**config.mk**
```make
export PLATFORM = sky130hd
export DESIGN_NAME = keypad_scanner
export DESIGN_NICKNAME = d
export VERILOG_FILES = /design/src/rtl/keypad_pkg.sv /design/src/rtl/keypad_scanner_sync2.sv /design/src/rtl/keypad_scanner.sv
export SDC_FILE = /design/constraint.sdc
export NUM_CORES = 1
export LEC_CHECK = 0
export BUFFER_PORTS_ARGS = -buffer_cell sky130_fd_sc_hd__clkbuf_2
export CELL_PAD_IN_SITES_DETAIL_PLACEMENT = 2
export CELL_PAD_IN_SITES_GLOBAL_PLACEMENT = 2
export CORE_AREA = 8 8 103 86
export DETAILED_ROUTE_END_ITERATION = 16
export DIE_AREA = 0 0 111 94
export PLACE_DENSITY_LB_ADDON = 0.1
export REMOVE_ABC_BUFFERS = 1
export SYNTH_ARGS = -nofsm -noshare
export SYNTH_HDL_FRONTEND = slang
export SYNTH_SLANG_ARGS = --single-unit
```
**constraint.sdc**
```tcl
create_clock -name clk -period 9 [get_ports clk]
set_input_delay 1.35 -clock clk [delete_from_list [all_inputs] [get_ports clk]]
set_output_delay 1.35 -clock clk [all_outputs]
set_load 0.005 [all_outputs]
```
**src/rtl/keypad_pkg.sv**
```systemverilog
// keypad_pkg: shared types and constants for the 4x4 keypad scanner.
//   scan_state_t : scanner FSM states
//   KEY_MAP      : hex code per (row, column), index 0 is the LSB of rows/cols
//   row_pattern  : active-low rows value with exactly one given row low
//   one_low      : true when exactly one bit of an active-low vector is low
//   low_index    : index of the low bit (meaningful only when one_low is true)
package keypad_pkg;

   localparam int NUM_ROWS = 4;
   localparam int NUM_COLS = 4;

   typedef enum logic [1:0] {
      SCAN     = 2'd0,
      DEBOUNCE = 2'd1,
      HELD     = 2'd2,
      RELEASE  = 2'd3
   } scan_state_t;

   localparam logic [3:0] KEY_MAP [NUM_ROWS][NUM_COLS] = '{
      '{4'h1, 4'h2, 4'h3, 4'hA},
      '{4'h4, 4'h5, 4'h6, 4'hB},
      '{4'h7, 4'h8, 4'h9, 4'hC},
      '{4'hE, 4'h0, 4'hF, 4'hD}
   };

   function automatic logic [3:0] row_pattern(input logic [1:0] idx);
      return ~(4'b0001 << idx);
   endfunction

   function automatic logic one_low(input logic [3:0] v);
      int n;
      n = 0;
      for (int i = 0; i < NUM_ROWS; i++) begin
         if (!v[i]) n++;
      end
      return (n == 1);
   endfunction

   function automatic logic [1:0] low_index(input logic [3:0] v);
      logic [1:0] idx;
      idx = 2'd0;
      for (int i = 0; i < NUM_ROWS; i++) begin
         if (!v[i]) idx = 2'(i);
      end
      return idx;
   endfunction

endpackage

```
**src/rtl/keypad_scanner_sync2.sv**
```systemverilog
// sync2: two-flop synchronizer for an asynchronous multi-bit level input.
//   clk     : destination clock
//   reset_n : asynchronous active-low reset, both stages reset to all-ones
//   d       : asynchronous input
//   q       : synchronized output, two clk edges behind d
// Each bit is synchronized independently; the bits are slow keypad levels,
// so no cross-bit coherence is required.
module sync2 #(
   parameter int WIDTH = 4
) (
   input  logic             clk,
   input  logic             reset_n,
   input  logic [WIDTH-1:0] d,
   output logic [WIDTH-1:0] q
);

   logic [WIDTH-1:0] meta_q, meta_d;
   logic [WIDTH-1:0] sync_q, sync_d;

   always_comb begin
      meta_d = d;
      sync_d = meta_q;
   end

   always_ff @(posedge clk or negedge reset_n) begin
      if (!reset_n) begin
         meta_q <= '1;
         sync_q <= '1;
      end else begin
         meta_q <= meta_d;
         sync_q <= sync_d;
      end
   end

   assign q = sync_q;

endmodule

```
**src/rtl/keypad_scanner.sv**
```systemverilog
// keypad_scanner: scans a 4x4 active-low keypad, debounces one key and
// reports its hex code.
//   clk       : system clock
//   reset_n   : asynchronous active-low reset
//   rows      : raw active-low rows (asynchronous, pulled up externally)
//   cols      : active-low column drive, exactly one bit low
//   key       : hex code of the last accepted key
//   key_valid : one-cycle pulse on the cycle key takes a new value
//   key_held  : high from acceptance until the release is accepted
//   dbg_state : current scanner FSM state (scan_state_t encoding)
// Handshake: key_valid is a pure strobe with no ready; a consumer must
// capture key on the cycle key_valid is high (key also holds afterwards).
module keypad_scanner
   import keypad_pkg::*;
#(
   parameter int SCAN_CYCLES     = 4096,
   parameter int DEBOUNCE_CYCLES = 65536
) (
   input  logic       clk,
   input  logic       reset_n,
   input  logic [3:0] rows,
   output logic [3:0] cols,
   output logic [3:0] key,
   output logic       key_valid,
   output logic       key_held,
   output logic [1:0] dbg_state
);

   localparam int DW = $clog2(SCAN_CYCLES) + 1;
   localparam int BW = $clog2(DEBOUNCE_CYCLES) + 1;
   localparam logic [DW-1:0] DWELL_LAST = DW'(SCAN_CYCLES - 1);
   localparam logic [BW-1:0] DEB_LAST   = BW'(DEBOUNCE_CYCLES - 1);

   logic [3:0]  rows_s;
   scan_state_t state_q, state_d;
   logic [1:0]  col_q, col_d;
   logic [3:0]  cols_q, cols_d;
   logic [DW-1:0] dwell_q, dwell_d;
   logic [BW-1:0] deb_q, deb_d;
   logic [1:0]  row_q, row_d;
   logic [3:0]  key_q, key_d;
   logic        key_valid_q, key_valid_d;
   logic        key_held_q, key_held_d;
   logic        row_bit;

   sync2 #(.WIDTH(NUM_ROWS)) u_sync (
      .clk     (clk),
      .reset_n (reset_n),
      .d       (rows),
      .q       (rows_s)
   );

   // Latched row as seen now: high means the key is (possibly) released.
   assign row_bit = rows_s[row_q];

   always_comb begin
      state_d     = state_q;
      col_d       = col_q;
      dwell_d     = dwell_q;
      deb_d       = deb_q;
      row_d       = row_q;
      key_d       = key_q;
      key_valid_d = 1'b0;
      key_held_d  = key_held_q;

      case (state_q)
         SCAN: begin
            if (dwell_q == DWELL_LAST) begin
               dwell_d = '0;
               // Only a single low row is unambiguous; anything else moves on.
               if (one_low(rows_s)) begin
                  row_d   = low_index(rows_s);
                  deb_d   = '0;
                  state_d = DEBOUNCE;
               end else begin
                  col_d = col_q + 2'd1;
               end
            end else begin
               dwell_d = dwell_q + DW'(1);
            end
         end

         DEBOUNCE: begin
            if (rows_s == row_pattern(row_q)) begin
               if (deb_q == DEB_LAST) begin
                  key_d       = KEY_MAP[row_q][col_q];
                  key_valid_d = 1'b1;
                  key_held_d  = 1'b1;
                  state_d     = HELD;
               end else begin
                  deb_d = deb_q + BW'(1);
               end
            end else begin
               col_d   = col_q + 2'd1;
               dwell_d = '0;
               state_d = SCAN;
            end
         end

         HELD: begin
            if (row_bit) begin
               deb_d   = '0;
               state_d = RELEASE;
            end
         end

         RELEASE: begin
            if (row_bit) begin
               if (deb_q == DEB_LAST) begin
                  key_held_d = 1'b0;
                  col_d      = col_q + 2'd1;
                  dwell_d    = '0;
                  state_d    = SCAN;
               end else begin
                  deb_d = deb_q + BW'(1);
               end
            end else begin
               // Release bounce: back to HELD, no new strobe.
               state_d = HELD;
            end
         end

         default: begin
            state_d = SCAN;
         end
      endcase

      // Column drive is registered from the next index so it never glitches.
      cols_d = ~(4'b0001 << col_d);
   end

   always_ff @(posedge clk or negedge reset_n) begin
      if (!reset_n) begin
         state_q     <= SCAN;
         col_q       <= 2'd0;
         cols_q      <= 4'b1110;
         dwell_q     <= '0;
         deb_q       <= '0;
         row_q       <= 2'd0;
         key_q       <= 4'h0;
         key_valid_q <= 1'b0;
         key_held_q  <= 1'b0;
      end else begin
         state_q     <= state_d;
         col_q       <= col_d;
         cols_q      <= cols_d;
         dwell_q     <= dwell_d;
         deb_q       <= deb_d;
         row_q       <= row_d;
         key_q       <= key_d;
         key_valid_q <= key_valid_d;
         key_held_q  <= key_held_d;
      end
   end

   assign cols      = cols_q;
   assign key       = key_q;
   assign key_valid = key_valid_q;
   assign key_held  = key_held_q;
   assign dbg_state = state_q;

endmodule

```
==> metrics.txt <==
post-route cell area=between 3000 and 4000 um2; antenna cells=0; Vias=2337; top-area cell type share of the netlist area=a little under two fifths; Max VDD drop=between 50 and 60 uV; Critical Path Source Type=register; Seq/Total Area, Yosys=47.58%; Syn-to-layout area delta=8.199%; Die X=around 110 um; crit path max fanout=35; All-Layer GR Usage=around 14%; Clock Tree Buf Depth=2; DRT Pass-1 Iters=4; post-synth cell types=51; CP Capture Type=register; die height=94 um; dpl hpwl=approximately 5000 um; dpl cell area=roughly 3000 um2; Final Skew=0.005474 ns; Post-CTS Setup Bufs=0; initial antenna violation count=0; fill count=791; PortBufs=17; crit path kind=register to register; Syn Inst Count=301; IO Count=18; RSZ-0062 raised after global routing=no; DIE AREA=10430 um2; most common cell in the synthesized netlist=dfrtp_1; final-stage net count=325; Final Critical Period=3.400 ns; Overflow after GRT=0; Finish-stage setup viols=0; fin util=43.22%; status=finished, final reports clean; vias in the first global route=between 2000 and 2500; achievable clock frequency=294.1 MHz; register bit total from synthesis=54; first-pass GRT wire length=about 12000 um; dominant cells by area after synthesis=dfrtp_1 38%, dfstp_2 10%, o21ai_0 5.6%, nand2_1 4.7%, nand3_1 3.1%; R2R depth=10; TritonCTS buffer count=5; WHS Path Cells=0; clk slew on worst S/H paths=~0.10 ns; final WL=7075 um; Initial DRC Count=102; Worst Hold Class=register to register; Final GP Congestion=0.7285; num rows=28; number of routed nets with antenna violations=0; Critical Path AT=roughly 3.6 ns; Max Slew Vio Count=0; CTS Hold Bufs=0; leading area contributor after synthesis=dfrtp_1; Residual DRC=0; Hold Vio Cnt, Final=0; starting density of the core=39.95%; Resized cells post-CTS=0; layout cells sized above 1=15.92%; TritonCTS clock tree=yes; core area=7182 um2; Final Cycle Share=37.78%; setup TNS=0 ns; number of max-cap violations=0; htree depth=2; Ys Warns=0; worst-skew pair later-pin latency=0.31 ns; Post-synth EDFFs=0; clock root buffer=clkbuf_8; Crit path required time=9.23 ns; WL per Instance=17.51 um; # clock sinks=54; Mapped Area=roughly 2900 um2; worst slew pin tran=around 1 ns; list of most frequent post-synthesis cells=43 x dfrtp_1, 36 x nand2_1, 32 x o21ai_0; PD cells=127.4 nW/um2; largest net degree at the start of global routing=55; Worst slew margin=33.01%; Via density=5.785; syn avg cell area=9.532 um2; Post-synth ARST share=100.0%; ys flop type=dfrtp_1; Leak Pwr=roughly 1.3 nW
## layout make-up
type                       count  area (um2)  share of cell area [%]
clock inverter                 2       10.01                  0.3225
clock buffer                   6       72.57                   2.338
tap                           90       112.6                   3.628
sequential                    54        1365                   43.97
timing repair buffer          20       107.6                   3.466
multi-input combinational    221        1395                   44.94
inverter                      11       41.29                   1.330
## path summary, 6_finish.rpt
| kind | start | endpoint | slack [ns] |
|---|---|---|---|
| max in group asynchronous | reset_n | dwell_q[5] | 7.38 |
| worst max register to register | u_sync.q[0] | deb_q[8] | 5.60 |
| worst min-delay path | u_sync.meta_q[0] | u_sync.q[0] | 0.36 |
| worst max-delay path | u_sync.q[0] | deb_q[8] | 5.60 |
| worst min register to register | u_sync.meta_q[0] | u_sync.q[0] | 0.36 |
| min in group asynchronous | reset_n | key_valid | 1.16 |
## cell families (layout without fill, tap and decap cells)
kind of cell	after synthesis	after routing	synth area share (%)
DFF	54	54	47.58
adders and majority gates	6	6	2.617
muxes	9	9	3.750
and+or+nand+nor	127	127	23.94
xor gates and xnor gates	4	4	1.221
AOI/OAI and AO/OA	75	75	17.10
buffers and inverters	26	39	3.794
## cell usage in the layout, fill, tap and decap left out, drive strengths merged, types with 2 or more instances in the layout
master   n
dfrtp   43
nand2   36
o21ai   32
clkbuf  23
nand3   19
nor2    18
a21oi   13
inv     11
dfstp   11
nor3     8
nand4    8
or4      7
and3     6
nand3b   6
ha       6
nand2b   5
or3      5
a31oi    5
xnor2    4
o31ai    4
mux2i    4
mux2     4
a211oi   3
o221ai   3
buf      3
or2      2
or3b     2
o211ai   2
nor4     2
clkinv   2
o311ai   2
## per-layer routing
metal / vias to the layer above / track usage, % / share of wire (%)
met5: - / 0 / 0
met4: 0 / 3.928 / 1.0
met3: 9 / 2.810 / 1.8
met2: 17 / 23.44 / 48
met1: 1186 / 18.34 / 49
li1: 1125 / - / -
## sequential cells by signal, indices dropped and copies added, names as in the netlist
register       count
u_sync.meta_q      4
row_q              2
deb_q             17
cols               4
key_valid          1
u_sync.q           4
dbg_state          2
key_held           1
key                4
dwell_q           13
col_q              2
## where the power goes
group	total [mW]	switching, mW	internal, mW
sequential	0.248	0.00210	0.246
combinational	0.0148	0.00957	0.00525
clock	0.133	0.0784	0.0542
## critical path, stage by stage, from the launching register on
cell      delay [ns]
dfstp_2         0.58
inv_1           0.06
ha_1            0.35
xnor2_1         0.25
ha_1            0.29
o311ai_2        0.37
a311oi_1        0.17
a311o_1         0.34
buf_4           0.24
or4_1           0.50
a21oi_1         0.18
## per-stage QoR
| stage | setup slack, ns | std cells | hold WS, ns | power [mW] |
|---|---|---|---|---|
| 2_1_floorplan | 5.764 | 286 | 0.3452 | 0.2594 |
| 3_3_place_gp | 5.772 | 396 | 0.3466 | 0.2672 |
| 3_5_place_dp | 5.616 | 396 | 0.3475 | 0.2682 |
| 4_1_cts | 5.570 | 404 | 0.3627 | 0.4051 |
| 5_1_grt | 5.364 | 404 | 0.3640 | 0.4127 |
| 6_report | 5.600 | 404 | 0.3596 | 0.3954 |
No activity file was read; power rests on OpenSTA's default activity.
